$ cat src/rtl/mc_ctrl_pkg.sv
// ---------------------------------------------------------------------------
// mc_ctrl_pkg
// Shared definitions for the multi-cycle RV32I control unit: FSM state enum,
// base opcodes, ALU-mode and writeback-source encodings, trap cause codes,
// and a helper that maps an opcode to its datapath control bundle.
// No ports (package).
// ---------------------------------------------------------------------------
package mc_ctrl_pkg;

   typedef enum logic [2:0] {
      S_FETCH  = 3'd0,
      S_DECODE = 3'd1,
      S_EXEC   = 3'd2,
      S_MEM    = 3'd3,
      S_MULDIV = 3'd4,
      S_WB     = 3'd5,
      S_TRAP   = 3'd6
   } state_t;

   localparam logic [6:0] OPC_LOAD   = 7'b0000011;
   localparam logic [6:0] OPC_STORE  = 7'b0100011;
   localparam logic [6:0] OPC_OP     = 7'b0110011;
   localparam logic [6:0] OPC_BRANCH = 7'b1100011;
   localparam logic [6:0] OPC_OP_IMM = 7'b0010011;
   localparam logic [6:0] OPC_JAL    = 7'b1101111;
   localparam logic [6:0] OPC_JALR   = 7'b1100111;
   localparam logic [6:0] OPC_LUI    = 7'b0110111;
   localparam logic [6:0] OPC_AUIPC  = 7'b0010111;

   localparam logic [1:0] ALU_ADD = 2'b00;
   localparam logic [1:0] ALU_R   = 2'b01;
   localparam logic [1:0] ALU_I   = 2'b10;

   localparam logic [1:0] WB_PC4  = 2'b00;
   localparam logic [1:0] WB_ALU  = 2'b01;
   localparam logic [1:0] WB_LOAD = 2'b10;
   localparam logic [1:0] WB_NONE = 2'b11;

   typedef enum logic [1:0] {
      CAUSE_NONE    = 2'b00,
      CAUSE_ILLEGAL = 2'b01,
      CAUSE_IMEM    = 2'b10,
      CAUSE_DMEM    = 2'b11
   } trap_cause_t;

   // Instruction class decides the path after EXEC.
   typedef enum logic [2:0] {
      CLS_ILLEGAL = 3'd0,
      CLS_ALU     = 3'd1,
      CLS_BRANCH  = 3'd2,
      CLS_LOAD    = 3'd3,
      CLS_STORE   = 3'd4
   } op_class_t;

   typedef struct packed {
      op_class_t  cls;
      logic       op_a_sel;   // 1: PC, 0: rs1
      logic       op_b_sel;   // 1: imm, 0: rs2
      logic [1:0] alu_op;
      logic [1:0] wb_sel;
      logic       is_jump;    // JAL/JALR redirect the PC to the ALU target
   } op_ctrl_t;

   // Single-cycle decoder encodings, reused unchanged by every state.
   function automatic op_ctrl_t decode_op(input logic [6:0] opc);
      op_ctrl_t c;
      c        = '0;
      c.cls    = CLS_ILLEGAL;
      c.wb_sel = WB_NONE;
      case (opc)
         OPC_LOAD: begin
            c.cls = CLS_LOAD;   c.op_b_sel = 1'b1; c.alu_op = ALU_ADD; c.wb_sel = WB_LOAD;
         end
         OPC_STORE: begin
            c.cls = CLS_STORE;  c.op_b_sel = 1'b1; c.alu_op = ALU_ADD; c.wb_sel = WB_NONE;
         end
         OPC_OP: begin
            c.cls = CLS_ALU;    c.alu_op = ALU_R; c.wb_sel = WB_ALU;
         end
         OPC_OP_IMM: begin
            c.cls = CLS_ALU;    c.op_b_sel = 1'b1; c.alu_op = ALU_I; c.wb_sel = WB_ALU;
         end
         OPC_BRANCH: begin
            c.cls = CLS_BRANCH; c.op_a_sel = 1'b1; c.op_b_sel = 1'b1; c.alu_op = ALU_ADD;
            c.wb_sel = WB_NONE;
         end
         OPC_JAL: begin
            c.cls = CLS_ALU;    c.op_a_sel = 1'b1; c.op_b_sel = 1'b1; c.alu_op = ALU_ADD;
            c.wb_sel = WB_PC4;  c.is_jump = 1'b1;
         end
         OPC_JALR: begin
            c.cls = CLS_ALU;    c.op_b_sel = 1'b1; c.alu_op = ALU_ADD;
            c.wb_sel = WB_PC4;  c.is_jump = 1'b1;
         end
         OPC_LUI: begin
            c.cls = CLS_ALU;    c.op_b_sel = 1'b1; c.alu_op = ALU_ADD; c.wb_sel = WB_ALU;
         end
         OPC_AUIPC: begin
            c.cls = CLS_ALU;    c.op_a_sel = 1'b1; c.op_b_sel = 1'b1; c.alu_op = ALU_ADD;
            c.wb_sel = WB_ALU;
         end
         default: ;
      endcase
      return c;
   endfunction

endpackage

$ cat src/rtl/wait_timer.sv
// ---------------------------------------------------------------------------
// wait_timer
// Counts consecutive enabled (not-ready) cycles and flags expiry in the cycle
// in which the TIMEOUT-th consecutive not-ready cycle is seen.
// TIMEOUT = 0 disables the timer (expired_o never asserts).
// Ports:
//   clk_i      clock
//   rst_i      synchronous active-high reset
//   clr_i      clear the count (ready seen or state change)
//   en_i       current cycle is a not-ready wait cycle
//   expired_o  combinational: this wait cycle reaches the limit
// ---------------------------------------------------------------------------
module wait_timer #(
   parameter int unsigned TIMEOUT = 16
) (
   input  logic clk_i,
   input  logic rst_i,
   input  logic clr_i,
   input  logic en_i,
   output logic expired_o
);

   localparam int unsigned CW      = (TIMEOUT > 1) ? $clog2(TIMEOUT) : 1;
   localparam int unsigned LIMIT   = (TIMEOUT > 0) ? TIMEOUT - 1 : 0;
   localparam bit          ENABLED = (TIMEOUT > 0);

   logic [CW-1:0] r_count;
   logic          w_at_limit;

   // The count holds the number of earlier wait cycles, so the current wait
   // cycle is the last allowed one when the count equals TIMEOUT-1.
   assign w_at_limit = (r_count == CW'(LIMIT));
   assign expired_o  = ENABLED && en_i && w_at_limit;

   // NOTE: sequential state is updated with non-blocking assignments so every
   // register samples pre-edge values regardless of statement order.
   always_ff @(posedge clk_i) begin
      if (rst_i || clr_i) begin
         r_count <= '0;
      end else if (ENABLED && en_i && !w_at_limit) begin
         r_count <= r_count + CW'(1);
      end
   end

endmodule

$ cat src/rtl/multicycle_control_unit.sv
// ---------------------------------------------------------------------------
// multicycle_control_unit
// Sequences each RV32I instruction through FETCH/DECODE/EXEC/MEM/MULDIV/WB,
// with ready/valid memory handshakes, wait timeouts into a sticky TRAP state
// and a retired-instruction counter.
// Ports:
//   clk_i, rst_i            clock, synchronous active-high reset
//   opcode_i, funct7_0_i    instruction fields from the IR
//   branch_taken_i          comparator result (used in EXEC)
//   imem_ready_i            instruction memory ready (used in FETCH)
//   dmem_ready_i            data memory ready (used in MEM)
//   muldiv_done_i           MUL/DIV unit finished (used in MULDIV)
//   imem_req_o, ir_wren_o   fetch request, IR write enable
//   dmem_req_o, mem_wren_o  data request, store write
//   pc_wren_o, br_sel_o     PC update and source (1: ALU target, 0: pc+4)
//   rd_wren_o               register file write enable
//   op_a_sel_o, op_b_sel_o  operand selects, alu_op_o ALU mode
//   wb_sel_o                writeback source (11: none)
//   muldiv_start_o          one-cycle start pulse for MUL/DIV
//   retire_o, instret_o     commit pulse and retired count
//   trap_o, trap_cause_o    sticky trap flag and its cause
// ---------------------------------------------------------------------------
module multicycle_control_unit
   import mc_ctrl_pkg::*;
#(
   parameter bit          HAS_MUL     = 1'b1,
   parameter int unsigned MEM_TIMEOUT = 16,
   parameter int unsigned CNT_W       = 32
) (
   input  logic             clk_i,
   input  logic             rst_i,
   input  logic [6:0]       opcode_i,
   input  logic             funct7_0_i,
   input  logic             branch_taken_i,
   input  logic             imem_ready_i,
   input  logic             dmem_ready_i,
   input  logic             muldiv_done_i,
   output logic             imem_req_o,
   output logic             ir_wren_o,
   output logic             dmem_req_o,
   output logic             mem_wren_o,
   output logic             pc_wren_o,
   output logic             br_sel_o,
   output logic             rd_wren_o,
   output logic             op_a_sel_o,
   output logic             op_b_sel_o,
   output logic [1:0]       alu_op_o,
   output logic [1:0]       wb_sel_o,
   output logic             muldiv_start_o,
   output logic             retire_o,
   output logic [CNT_W-1:0] instret_o,
   output logic             trap_o,
   output logic [1:0]       trap_cause_o
);

   state_t            r_state;
   state_t            w_next_state;
   logic [6:0]        r_opcode;
   logic [CNT_W-1:0]  r_instret;
   trap_cause_t       r_trap_cause;
   trap_cause_t       w_trap_cause;
   logic              r_state_entry;   // first cycle spent in the current state

   op_ctrl_t          w_dec_ctrl;      // decode of the live IR opcode (DECODE)
   op_ctrl_t          w_exe_ctrl;      // decode of the latched opcode (later states)

   logic              w_state_change;
   logic              w_wait_en;
   logic              w_expired;

   logic              w_imem_req, w_ir_wren, w_dmem_req, w_mem_wren;
   logic              w_pc_wren, w_br_sel, w_rd_wren;
   logic              w_op_a_sel, w_op_b_sel, w_muldiv_start, w_retire, w_trap;
   logic [1:0]        w_alu_op, w_wb_sel;

   assign w_dec_ctrl     = decode_op(opcode_i);
   assign w_exe_ctrl     = decode_op(r_opcode);
   assign w_state_change = (w_next_state != r_state);

   // Only FETCH and MEM wait on a ready; readiness elsewhere is ignored.
   assign w_wait_en = ((r_state == S_FETCH) && !imem_ready_i) ||
                      ((r_state == S_MEM)   && !dmem_ready_i);

   // Ready always moves the FSM on, so clearing on a state change also
   // covers clearing on ready.
   wait_timer #(
      .TIMEOUT (MEM_TIMEOUT)
   ) u_wait_timer (
      .clk_i     (clk_i),
      .rst_i     (rst_i),
      .clr_i     (w_state_change),
      .en_i      (w_wait_en),
      .expired_o (w_expired)
   );

   // ---------------- state register ----------------
   always_ff @(posedge clk_i) begin
      if (rst_i) begin
         r_state       <= S_FETCH;
         r_opcode      <= '0;
         r_instret     <= '0;
         r_trap_cause  <= CAUSE_NONE;
         r_state_entry <= 1'b1;
      end else begin
         r_state       <= w_next_state;
         r_state_entry <= w_state_change;
         if (r_state == S_DECODE) begin
            r_opcode <= opcode_i;
         end
         if (w_retire) begin
            r_instret <= r_instret + CNT_W'(1);
         end
         if ((w_next_state == S_TRAP) && (r_state != S_TRAP)) begin
            r_trap_cause <= w_trap_cause;
         end
      end
   end

   // ---------------- next state and control decode ----------------
   // NOTE: every signal written here gets a default before the case so no
   // path leaves a value unassigned, which would otherwise infer a latch.
   always_comb begin
      w_next_state   = r_state;
      w_trap_cause   = CAUSE_NONE;
      w_imem_req     = 1'b0;
      w_ir_wren      = 1'b0;
      w_dmem_req     = 1'b0;
      w_mem_wren     = 1'b0;
      w_pc_wren      = 1'b0;
      w_br_sel       = 1'b0;
      w_rd_wren      = 1'b0;
      w_op_a_sel     = 1'b0;
      w_op_b_sel     = 1'b0;
      w_alu_op       = ALU_ADD;
      w_wb_sel       = WB_NONE;
      w_muldiv_start = 1'b0;
      w_retire       = 1'b0;
      w_trap         = 1'b0;

      case (r_state)
         S_FETCH: begin
            w_imem_req = 1'b1;
            if (imem_ready_i) begin
               w_ir_wren    = 1'b1;
               w_next_state = S_DECODE;
            end else if (w_expired) begin
               w_next_state = S_TRAP;
               w_trap_cause = CAUSE_IMEM;
            end
         end

         S_DECODE: begin
            if (w_dec_ctrl.cls == CLS_ILLEGAL) begin
               w_next_state = S_TRAP;
               w_trap_cause = CAUSE_ILLEGAL;
            end else if (HAS_MUL && (opcode_i == OPC_OP) && funct7_0_i) begin
               w_next_state = S_MULDIV;
            end else begin
               w_next_state = S_EXEC;
            end
         end

         S_EXEC: begin
            w_op_a_sel = w_exe_ctrl.op_a_sel;
            w_op_b_sel = w_exe_ctrl.op_b_sel;
            w_alu_op   = w_exe_ctrl.alu_op;
            case (w_exe_ctrl.cls)
               CLS_LOAD, CLS_STORE: w_next_state = S_MEM;
               CLS_BRANCH: begin
                  // Branches commit here; the PC source follows the comparator.
                  w_pc_wren    = 1'b1;
                  w_br_sel     = branch_taken_i;
                  w_retire     = 1'b1;
                  w_next_state = S_FETCH;
               end
               default: w_next_state = S_WB;
            endcase
         end

         S_MEM: begin
            w_dmem_req = 1'b1;
            w_mem_wren = (w_exe_ctrl.cls == CLS_STORE);
            if (dmem_ready_i) begin
               if (w_exe_ctrl.cls == CLS_STORE) begin
                  w_pc_wren    = 1'b1;
                  w_retire     = 1'b1;
                  w_next_state = S_FETCH;
               end else begin
                  w_next_state = S_WB;
               end
            end else if (w_expired) begin
               w_next_state = S_TRAP;
               w_trap_cause = CAUSE_DMEM;
            end
         end

         S_MULDIV: begin
            w_muldiv_start = r_state_entry;
            if (muldiv_done_i) begin
               w_next_state = S_WB;
            end
         end

         S_WB: begin
            w_rd_wren    = 1'b1;
            w_pc_wren    = 1'b1;
            w_br_sel     = w_exe_ctrl.is_jump;
            w_wb_sel     = w_exe_ctrl.wb_sel;
            w_retire     = 1'b1;
            w_next_state = S_FETCH;
         end

         S_TRAP: begin
            w_trap = 1'b1;
         end

         default: w_next_state = S_FETCH;
      endcase
   end

   // Reset forces every strobe idle in the reset cycle itself, so an aborted
   // instruction can never write anything.
   assign imem_req_o     = w_imem_req     & ~rst_i;
   assign ir_wren_o      = w_ir_wren      & ~rst_i;
   assign dmem_req_o     = w_dmem_req     & ~rst_i;
   assign mem_wren_o     = w_mem_wren     & ~rst_i;
   assign pc_wren_o      = w_pc_wren      & ~rst_i;
   assign br_sel_o       = w_br_sel       & ~rst_i;
   assign rd_wren_o      = w_rd_wren      & ~rst_i;
   assign op_a_sel_o     = w_op_a_sel     & ~rst_i;
   assign op_b_sel_o     = w_op_b_sel     & ~rst_i;
   assign muldiv_start_o = w_muldiv_start & ~rst_i;
   assign retire_o       = w_retire       & ~rst_i;
   assign trap_o         = w_trap         & ~rst_i;
   assign alu_op_o       = rst_i ? ALU_ADD : w_alu_op;
   assign wb_sel_o       = rst_i ? WB_NONE : w_wb_sel;
   assign instret_o      = r_instret;
   assign trap_cause_o   = r_trap_cause;

endmodule
$ cat config.mk
export PLATFORM = sky130hd
export DESIGN_NAME = multicycle_control_unit
export DESIGN_NICKNAME = d
export VERILOG_FILES = /design/src/rtl/mc_ctrl_pkg.sv /design/src/rtl/wait_timer.sv /design/src/rtl/multicycle_control_unit.sv
export SDC_FILE = /design/constraint.sdc
export NUM_CORES = 1
export LEC_CHECK = 0
export ABC_AREA = 1
export ABC_CLOCK_PERIOD_IN_PS = 1580
export BUFFER_PORTS_ARGS = -buffer_cell sky130_fd_sc_hd__clkbuf_2
export CAP_MARGIN = 20
export CORE_AREA = 2 2 115 72
export DETAILED_ROUTE_END_ITERATION = 10
export DIE_AREA = 0 0 117 74
export GPL_TIMING_DRIVEN = 0
export SYNTH_ARGS = -nofsm -noshare
export SYNTH_HDL_FRONTEND = slang
export SYNTH_SLANG_ARGS = --single-unit
$ cat constraint.sdc
create_clock -name clk_i -period 1.58 [get_ports clk_i]
set_input_delay 0 -clock clk_i [delete_from_list [all_inputs] [get_ports clk_i]]
set_output_delay 0 -clock clk_i [all_outputs]
set_load 0.01 [all_outputs]
# Word level (Yosys, flattened, before mapping)
# Index checks and enable logic that the tools add are counted.
word_totals:
  elab_cells: 112
  ff_bits: 49
  out_inout_bits: 50
classes:
  n_reduce_logical: 20
  bitwise_logic: 12
  n_addsub: 2
  muxes: 41
  eq_ne: 31
op_table:
  columns: ["op", "n"]
  rows:
  - ["$eq 7x6->1 const B", 6]
  - ["$eq 7x7->1 const B", 6]
  - ["$add 32x1->32 const B", 1]
  - ["$eq 7x5->1 const B", 4]
  - ["$pmux 3 s4", 2]
  - ["$mux 3", 7]
  - ["$pmux 4 s5", 1]
  - ["$mux 1", 18]
  - ["$pmux 3 s6", 1]
  - ["$mux 2", 8]
  - ["$eq 3x3->1 const B", 5]
  - ["$eq 7x2->1 const B", 2]
  - ["$eq 3x2->1 const B", 4]
  - ["$reduce_or 6->1", 2]
  - ["$and 1x1->1", 11]
  - ["$reduce_or 8->1", 1]
  - ["$logic_and 1x1->1", 6]
  - ["$logic_not 3->1", 2]
  - ["$pmux 2 s3", 1]
  - ["$pmux 3 s2", 1]
  - ["$reduce_or 2->1", 3]
  - ["$add 4x1->4 const B", 1]
  - ["$eq 4x4->1 const B", 1]
  - ["$eq 3x1->1 const B", 1]
  - ["other kinds (8)", 11]

# Longest topological paths before layout
# Gate-level depths: netlist of run 1.
logic_depth:
  depth_word: 9
  depth_mapped: 12

# Cells and area by module
# A second synthesis of run 1 with hierarchy kept.
unflattened:
  cells_unflattened: 504
  area_unflattened_um2: 3126.7
modules_own_cells:
  columns: ["mod", "cells_per_inst", "area_each_um2", "instances", "seq_area_each_um2"]
  rows:
  - ["multicycle_control_unit", 473, 2917.8, 1, 900.9]
  - ["wait_timer", 31, 209.0, 1, 80.1]

# Worst setup path before layout of run 1
# OpenSTA, ideal clock, no wires.
synth_path:
  path_kind: "reg-to-reg"
  from: "register r_instret[0], in the netlist instret_o[0]"
  to: "register r_instret[18], in the netlist instret_o[18]"
  stages_incl_launch_ff: 9
  arrival_time_ps: 1573
  path_slack_ps: -121
  setup_ps: 128
  synth_period_minus_slack_ps: 1701
  path_cell_list: "dfxtp_1 ha_1 nand2_1 nor2_1 nand2_1 nor4_1 nand3_1 xor2_1 nor2_1"
synth_between:
  elab_chain_len: 1
synth_rtl:
  columns: ["item", "line", "rtl"]
  rows:
  - ["start: declaration", "multicycle_control_unit.sv:59", "logic [CNT_W-1:0] r_instret;"]
  - ["start signal: assignment", "multicycle_control_unit.sv:111", "r_instret <= r_instret + CNT_W'(1);"]
  - ["$add 32x1->32", "multicycle_control_unit.sv:111", null]
# No other way between the ends.
# A chain may end at the register's enable or synchronous reset.

# Worst setup path in the final report of run 1
layout_path:
  from: "register r_opcode[6]"
  to: "register r_instret[7], in the netlist instret_o[7]"
layout_between:
  elab_chain_len: 7
layout_rtl:
  columns: ["item", "line", "rtl"]
  rows:
  - ["start: declaration", "multicycle_control_unit.sv:58", "logic [6:0] r_opcode;"]
  - ["start signal: assignment", "multicycle_control_unit.sv:108", "r_opcode <= opcode_i;"]
  - ["$eq 7x5->1, or another cell as far along", "mc_ctrl_pkg.sv:70", "case (opc)"]
  - ["$reduce_or 6->1 (no line)", null, null]
  - ["$pmux 3 s4 (*)", "mc_ctrl_pkg.sv:70", null]
  - ["$eq 3x3->1", "multicycle_control_unit.sv:184", "if (w_exe_ctrl.cls == CLS_STORE) begin"]
  - ["$mux 1", "multicycle_control_unit.sv:184", null]
  - ["$mux 1", "multicycle_control_unit.sv:183", "if (dmem_ready_i) begin"]
  - ["$pmux 1 s3 (*)", "multicycle_control_unit.sv:140", "case (r_state)"]
# Every way passes the cells marked *; elsewhere a longest branch is shown, timed or not.

==> flow_summary.toml, run 1 <==
[detailed_routing]
drtIter0Drc = 216
drt_wl_total_um = 10300
wl_per_cell_um = 15.1
drc_errors = 0
via_count = 3462
ant_nets = 0
dr.pass1.iters = 5
vias_per_cell = 5.08

[synth]
syn-cell-area_mm2 = 0.00299
synth_top_family_by_area = "simple AND/OR/NAND/NOR gates"
synth_fp_nets = 495
synthMuxAreaShare_pct = 0.335
ys_ff_latch = 49
yosysUniqueCellTypes = 34
synth_adder_area_share_pct = 0.838
synth_xor_area_share_pct = 5.57
synth-simple-area-share_pct = 40.7
syn_inst = 479
synth-compound-area-share_pct = 11.0
seq_area_frac_synth_pct = 32.8
yosys_warnings = 0
syn_avg_cell_area_um2 = 6.24

[place]
portBuffers = 62
place_area_mm2 = 0.00345
hpwl_um = 7180
place.gp.congestion = 0.973

[cts]
cts_buffers = 5
path_clk_slew_ps = 70
tritoncts = "done"
clk_latency_ps = 300
clkSinkCount = 49
cts-root-buf = "clkbuf_16"
htree_num_levels = 2
clock_path_buffers = 2

[timing]
worst_pin_slew_ps = 729
period_needed_ps = 1710
drv_slew = 0
finalHoldViolCount = 0
setup_violations = 37
setup_ws_ps = -135
rsz0062_at_grt = "yes"
period_share_pct = 109
maxSlewHeadroom_pct = 51.4
worst_clock_skew_ps = 5.17
fmaxAchievable_mhz = 583

[floorplanning]
ioPinCount = 64
placementRows = 25
initial_core_util_pct = 39.0
die_x_um = 117
die_h_um = 74
die_area_mm2 = 0.00866
core-area_mm2 = 0.00766

[grt]
grt_max_degree = 16
grt_use_total_pct = 23.9
grt_pass1_vias = 3099
antenna_found_initial = 0
overflow = 0
grt_pass1_wl_um = 15600

[critical_path]
crit-reg2reg-capture = "instret_o[7]"
path_depth = 10
path_cells = "nand3b_1, nor2_4, nand3_2, nand3_4, buf_8, buf_12, inv_8, clkbuf_16, nand2_1, a21oi_1"
worstPathArrival_ps = 1860
timing.rr.start = "r_opcode[6]"
reg2reg_slack_ps = -130
crit_family = "simple AND/OR/NAND/NOR gates"
start_kind = "register"
r2r_cells = 10
cp-endpoint = "instret_o[7]"
crit_fanout = 10
slowest_stage = "dfxtp_4"
cp_num_buf_inv = 4
worstSetupPathType = "reg2reg"
startpoint = "r_opcode[6]"
cpPeakStageDelay_ps = 370
critPathRequiredTime_ps = 1730
cp-end-kind = "register"

[final_layout]
final_area_mm2 = 0.00440
mostFrequentLayoutCells = "nand2_1, clkbuf_2, nor2_1"
drive_gt1_share_pct = 44.3
n_antenna_cell = 0
final_common_cell = "nand2_1"
num-nets-final = 589
fin_util_pct = 57.5
area_growth_pct = 47.4

[power_and_ir_drop]
power_leakage_nw = 1.90
p_total_mw = 3.96
peakVddDrop_mv = 0.496
powerDensity_mw_per_mm2 = 900

[hold_path]
hp-start = "opcode_i[0]"
hp-class = "in2reg"
min_path_cells = 3

[status]
status = "complete, but fails checks"
violations = "setup timing"

[flow_run]
drv_cap = 0
## flip-flops by register name, summed over array words and instances, names as in the netlist
register,flops
instret_o,32
r_opcode,7
u_wait_timer.r_count,4
r_state,3
trap_cause_o,2
r_state_entry,1
## through the flow
| stage | instances | setup slack (ps) | hold slack, ps | TNS, ps |
|---|---|---|---|---|
| detailed placement | 649 | -267 | 286 | -4010 |
| global route | 682 | -213 | 56.9 | -6030 |
| CTS | 667 | -78.7 | 14.9 | -401 |
| global placement | 649 | -269 | 284 | -3320 |
| floorplan | 479 | 39.8 | 150 | 0 |
| finish | 682 | -135 | 5.73 | -2750 |
## power by group
group          internal, mW  switching [mW]
Combinational         0.569           0.800
Clock                 0.582           0.498
Sequential             1.38           0.138
## synth_stat cells
| cell type | instances | share of area (%) |
|---|---|---|
| inv_2 | 4 | 0.50 |
| ha_1 | 2 | 0.84 |
| nor2_2 | 4 | 0.84 |
| nand2_4 | 1 | 0.38 |
| nand4_1 | 5 | 1.0 |
| nand3_2 | 4 | 1.3 |
| inv_1 | 50 | 6.3 |
| nor4_1 | 5 | 1.0 |
| clkbuf_1 | 6 | 0.75 |
| mux2i_1 | 1 | 0.34 |
| clkbuf_2 | 1 | 0.17 |
| buf_1 | 1 | 0.13 |
| nand2_2 | 1 | 0.21 |
| nor3_2 | 2 | 0.67 |
| nand3_1 | 17 | 2.8 |
| and3_1 | 1 | 0.21 |
| xor2_1 | 13 | 3.8 |
| a21oi_1 | 44 | 7.4 |
| dfxtp_1 | 49 | 33 |
| nor2_4 | 1 | 0.38 |
| nor2_1 | 75 | 9.4 |
| o21ai_0 | 13 | 2.2 |
| o21ai_1 | 1 | 0.17 |
| buf_4 | 3 | 0.75 |
| nor3_1 | 27 | 4.5 |
| nor3b_1 | 1 | 0.25 |
| a21boi_1 | 1 | 0.25 |
| o31ai_1 | 1 | 0.25 |
| o21bai_1 | 3 | 0.75 |
| xnor2_1 | 6 | 1.8 |
| nand3_4 | 1 | 0.59 |
| nand3b_1 | 1 | 0.25 |
| nand2_1 | 133 | 17 |
| buf_2 | 1 | 0.17 |
## logic make-up (layout without fill, tap and decap cells)
kind of cell,count (synthesis),after routing
adders and majority gates,2,2
and+or+nand+nor,279,279
DFF,49,49
xor gates and xnor gates,19,19
AOI/OAI and AO/OA,63,63
muxes,1,1
buffers and inverters,66,161
## how the worst min path moves through the flow
stage,to,slack (ps)
floorplan,br_sel_o,150
global placement,r_opcode[6],280
detailed placement,r_opcode[6],290
CTS,r_opcode[0],10
global route,r_opcode[1],60
finish,r_opcode[0],6
## routing by layer
metal  wire length [µm]  up-vias  global-route usage, %
met2               3920      134                   31.7
met5                  0        -                      0
met1               5320     1590                   37.9
met4                 97        0                   5.88
li1                   -     1729                      -
met3                963        9                   5.79
## cell type report
type,count,area [µm²]
clock inverter,3,17.5
fill,734,3260
clock buffer,5,125
buffer,12,93.8
tap,108,135
timing repair buffer,87,569
sequential,49,1030
inverter,54,213
multi-input combinational,364,2210
## worst reg2reg max path, stage by stage, from the launching register on
cell	delay, ps
dfxtp_4	370
nand3b_1	230
nor2_4	170
nand3_2	100
nand3_4	100
buf_8	150
buf_12	130
inv_8	50
clkbuf_16	160
nand2_1	50
a21oi_1	50
## repair_timing
| item | CTS | global route |
|---|---|---|
| gates resized for setup | 72 | 113 |
| setup endpoints to repair | 42 | 48 |
| buffers inserted | 9 | 13 |
| pin swaps | 13 | 30 |
| cloned | 0 | 2 |
| endpoints found under the hold margin | 1 | 0 |
| hold buffers | 1 | 0 |
Note: power is estimated with default switching activity, not from simulation.
==> run 2, diff against run 1 <==
--- a/config.mk
+++ b/config.mk
@@ -5,13 +5,12 @@
 export SDC_FILE = /design/constraint.sdc
 export NUM_CORES = 1
 export LEC_CHECK = 0
-export ABC_AREA = 1
 export ABC_CLOCK_PERIOD_IN_PS = 1580
 export BUFFER_PORTS_ARGS = -buffer_cell sky130_fd_sc_hd__clkbuf_2
 export CAP_MARGIN = 20
-export CORE_AREA = 2 2 115 72
+export CORE_AREA = 2 2 112 70
 export DETAILED_ROUTE_END_ITERATION = 10
-export DIE_AREA = 0 0 117 74
+export DIE_AREA = 0 0 114 72
 export GPL_TIMING_DRIVEN = 0
 export SYNTH_ARGS = -nofsm -noshare
 export SYNTH_HDL_FRONTEND = slang
==> flow_summary.toml, run 2 <==
[floorplanning]
ioPinCount = 64
die_x_um = 114
die_area_mm2 = 0.00821
initial_core_util_pct = 39.4
die_h_um = 72
core-area_mm2 = 0.00715
placementRows = 24

[synth]
ys_ff_latch = 49
synth_flop_cell = "dfxtp_1"
syn_avg_cell_area_um2 = 7.98
yosysUniqueCellTypes = 58
syn_inst = 353
syn-cell-area_mm2 = 0.00282
yosys_warnings = 0
synth.area.top_cells = "dfxtp_1, a21oi_1, nand2_1"
seq_area_frac_synth_pct = 34.8
netlist.top_cell.by_area = "dfxtp_1"
synth_common_cells = "dfxtp_1, a21oi_1, nand2_1, nor2_1, o21ai_0"
yosysMostFrequentCell = "dfxtp_1"
synth_top_area_share_pct = 34.8
postSynth.asyncResetShare_pct = 0
synth-edff-count = 0
synth_fp_nets = 369

[final_layout]
largest_register_ff_count = 32
final_area_mm2 = 0.00457
drive_gt1_share_pct = 48.6
final_common_cell = "clkbuf_2"
num-nets-final = 488
n_antenna_cell = 0
area_growth_pct = 62.4
mostFrequentLayoutCells = "clkbuf_2, dfxtp_1, buf_6"

[place]
place_ws_ps = -836
place_area_mm2 = 0.00335
hpwl_um = 6130
portBuffers = 62
place.gp.congestion = 0.859

[cts]
clock_path_buffers = 2
path_clk_slew_ps = 70
tritoncts = "done"
cts-root-buf = "clkbuf_16"
htree_num_levels = 2
cts_buffers = 5
clk_latency_ps = 290
clkSinkCount = 49

[critical_path]
start_kind = "register"
worstPathArrival_ps = 2300
cp-end-kind = "register"
worstSetupPathType = "reg2reg"
crit_fanout = 8
critPathRequiredTime_ps = 1800

[detailed_routing]
drtIter0Drc = 211
vias_per_cell = 5.86
ant_nets = 0
wl_per_cell_um = 18.1
via_count = 3305
drc_errors = 0
dr.pass1.iters = 4
drt_wl_total_um = 10200

[timing]
finalHoldViolCount = 0
drv_slew = 0
setup_ws_ps = -506
maxSlewHeadroom_pct = 39.3
finalSetupTns_ps = -17170
fmaxAchievable_mhz = 479
worst_pin_slew_ps = 898
rsz0062_at_grt = "yes"
period_needed_ps = 2090
worst_clock_skew_ps = 7.85
period_share_pct = 132
setup_violations = 61

[grt]
antenna_found_initial = 0
overflow = 0
grt_pass1_wl_um = 15700
grt_use_total_pct = 24.2
grt_pass1_vias = 3033
grt_max_degree = 16

[power_and_ir_drop]
powerDensity_mw_per_mm2 = 840
peakVddDrop_mv = 0.460
power_leakage_nw = 1.64

[status]
status = "complete, but fails checks"
violations = "setup timing"

[hold_path]
hp-class = "in2reg"

[flow_run]
drv_cap = 0
-- run 2: final timing paths --
path,startpoint,to,slack (ps),cells after the start
worst max register to register,r_state[0],instret_o[24],-510,6
worst min register to register,trap_cause_o[0],trap_cause_o[0],450,2
worst min-delay path,opcode_i[4],r_opcode[4],20,3
worst max-delay path,r_state[0],instret_o[24],-510,6
-- run 2: metrics by stage --
stage          hold slack [ps]  cells  util (%)  total power, mW
2_1_floorplan              136    353         -             1.90
3_3_place_gp               285    506      46.9             2.08
3_5_place_dp               286    506      46.9             2.09
4_1_cts                   1.91    547      58.2             3.75
5_1_grt                   19.4    564      64.0             4.00
6_report                  17.6    564      64.0             3.84
-- run 2: power breakdown --
part	total (mW)	internal [mW]	switching, mW	leakage, nW
logic	1.07	0.507	0.562	1.14
clock network	1.40	0.905	0.492	0.0938
registers	1.38	1.30	0.0708	0.404
-- run 2: kinds of logic (layout without fill, tap and decap cells) --
| kind of cell | Yosys count | after routing | synth area share [%] |
|---|---|---|---|
| fa+ha+maj | 2 | 2 | 0.889 |
| xor+xnor | 10 | 10 | 3.11 |
| flops | 49 | 49 | 34.8 |
| mux | 3 | 3 | 1.11 |
| compound gates | 99 | 99 | 23.3 |
| buf+inv | 31 | 151 | 4.80 |
| simple gates | 159 | 159 | 32.0 |
-- run 2: metal layers --
| layer | GRT usage, % | up-vias | share of wire, % |
|---|---|---|---|
| li1 | - | 1572 | - |
| met1 | 36.5 | 1602 | 47 |
| met2 | 36.4 | 120 | 45 |
| met3 | 3.68 | 11 | 6.9 |
| met4 | 5.69 | 0 | 1.5 |
| met5 | 0 | - | 0 |
-- run 2: critical path, stage by stage (launching register included) --
cell	delay, ps
dfxtp_4	360
or3b_4	420
o32ai_4	340
o211ai_4	180
buf_6	170
or4_4	410
a21oi_2	130
-- run 2: layout make-up --
| class | instances | area (µm²) |
|---|---|---|
| inverters | 8 | 30.0 |
| clock buffers | 5 | 125 |
| plain buffers | 17 | 163 |
| multi-input cells | 273 | 2200 |
| flip-flops and latches | 49 | 1010 |
| repair buffers | 118 | 865 |
| fillers | 594 | 2580 |
| well taps | 91 | 114 |
| clock inverters | 3 | 65.1 |
-- run 2: timing repair --
| item | in CTS | in global routing |
|---|---|---|
| gates cloned | 2 | 0 |
| hold buffers | 5 | 0 |
| buffers inserted | 29 | 24 |
| gates resized for setup | 85 | 92 |
| pin swaps | 37 | 45 |
| endpoints found under the hold margin | 5 | 0 |
| setup endpoints to repair | 61 | 65 |
==> run 3, diff against run 2 <==
--- a/config.mk
+++ b/config.mk
@@ -12,6 +12,7 @@
 export DETAILED_ROUTE_END_ITERATION = 10
 export DIE_AREA = 0 0 114 72
 export GPL_TIMING_DRIVEN = 0
+export PLACE_DENSITY_LB_ADDON = 0.3
 export SYNTH_ARGS = -nofsm -noshare
 export SYNTH_HDL_FRONTEND = slang
 export SYNTH_SLANG_ARGS = --single-unit
==> flow_summary.toml, run 3 (synthesis results as in run 2) <==
[status]
status = "complete, but fails checks"
violations = "setup timing"

[detailed_routing]
wl_per_cell_um = 19.3
via_count = 3552
dr.pass1.iters = 4
drc_errors = 0
drtIter0Drc = 323
vias_per_cell = 6.10
ant_nets = 0
drt_wl_total_um = 11200

[critical_path]
crit-reg2reg-capture = "instret_o[4]"
cp-end-kind = "register"
crit_fanout = 5
critPathRequiredTime_ps = 1780
start_kind = "register"
path_cells = "buf_8, nand3b_1, o32ai_4, buf_6, o211ai_4, buf_2, or3_1, a21oi_1"
timing.rr.start = "r_opcode[4]"
slowest_stage = "o32ai_4"
worstPathArrival_ps = 2360
cpPeakStageDelay_ps = 350
worstSetupPathType = "reg2reg"
r2r_cells = 8
reg2reg_slack_ps = -580

[place]
place.gp.congestion = 0.891
place_area_mm2 = 0.00335
dp_cells = 506
place_ws_ps = -750
portBuffers = 62
hpwl_um = 6020

[timing]
period_share_pct = 137
period_needed_ps = 2160
drv_slew = 0
setup_ws_ps = -581
setup_violations = 55
finalHoldViolCount = 0
worst_pin_slew_ps = 987
fmaxAchievable_mhz = 463
rsz0062_at_grt = "yes"
worst_clock_skew_ps = 11.1
maxSlewHeadroom_pct = 33.3

[grt]
grt_use_total_pct = 24.0
grt_pass1_vias = 3108
overflow = 0
antenna_found_initial = 0
grt_pass1_wl_um = 15700
grt_max_degree = 14

[final_layout]
final_common_cell = "clkbuf_2"
final_area_mm2 = 0.00474
n_antenna_cell = 0
drive_gt1_share_pct = 51.5
num-nets-final = 506
finalNonFillerCells = 582
mostFrequentLayoutCells = "clkbuf_2, buf_4, dfxtp_1"
largest_register_ff_count = 32
fin_util_pct = 66.3
area_growth_pct = 68.2
n_fill_cell = 559

[cts]
clock_path_buffers = 2
path_clk_slew_ps = 60
cts_buffers = 5
htree_num_levels = 2
tritoncts = "done"
clkSinkCount = 49
cts-root-buf = "clkbuf_16"
clk_latency_ps = 290

[power_and_ir_drop]
powerDensity_mw_per_mm2 = 804
peakVddDrop_mv = 0.515
p_total_mw = 3.81
power_leakage_nw = 1.76

[hold_path]
hp-class = "in2reg"
hp-start = "opcode_i[4]"
hold_end = "r_opcode[4]"
min_path_cells = 3

[floorplanning]
die_area_mm2 = 0.00821
die_h_um = 72
core-area_mm2 = 0.00715
initial_core_util_pct = 39.4
die_x_um = 114
placementRows = 24
ioPinCount = 64

[flow_run]
drv_cap = 0
## run 3: final cells by class
class | instances | area [µm²] | share of cell area (%)
multi-input combinational | 274 | 2260 | 47.7
timing repair buffer | 137 | 1040 | 22.0
sequential | 49 | 1010 | 21.4
clock buffer | 8 | 136 | 2.88
tap | 91 | 114 | 2.40
buffer | 15 | 134 | 2.83
inverter | 8 | 33.8 | 0.713
## run 3: critical path: cells and delay by family (launching register included)
kind / cells / cell delay, ps
compound gates: 3 / 630
simple gates: 2 / 600
buf+inv: 3 / 530
flops: 1 / 330
## run 3: timing repair
action | in CTS | in global routing
cloned | 3 | 1
pin swaps | 36 | 48
gates resized for setup | 97 | 97
hold endpoints to repair | 5 | 0
endpoints found under the setup margin | 60 | 65
setup buffers | 41 | 33
hold buffers | 5 | 0
## run 3: worst max path at each step
stage / start / endpoint / slack, ps / depth (start not counted)
6_report: r_opcode[4] / instret_o[4] / -580 / 8
3_3_place_gp: r_opcode[3] / instret_o[31] / -710 / 6
2_1_floorplan: r_state[1] / instret_o[14] / -450 / 9
3_5_place_dp: r_opcode[4] / instret_o[14] / -750 / 8
5_1_grt: r_opcode[4] / instret_o[24] / -620 / 8
4_1_cts: r_state[1] / instret_o[24] / -650 / 9
## run 3: per-layer routing
layer	share of wire (%)	vias up	track usage, %
met5	0	-	0
met4	2.9	0	5.56
met3	8.1	37	4.01
met2	45	184	37.5
met1	44	1726	35.0
li1	-	1605	-
## run 3: through the flow
step,setup TNS (ps),hold slack (ps)
3_5_place_dp,-21870,285
2_1_floorplan,-9810,136
6_report,-19010,1.29
3_3_place_gp,-20470,276
5_1_grt,-21740,15.2
4_1_cts,-22370,2.40
## run 3: where the power goes
group / switching (mW) / leakage [nW] / internal (mW)
logic: 0.695 / 1.29 / 0.693
clock network: 0.452 / 0.0652 / 0.590
registers: 0.0684 / 0.404 / 1.31
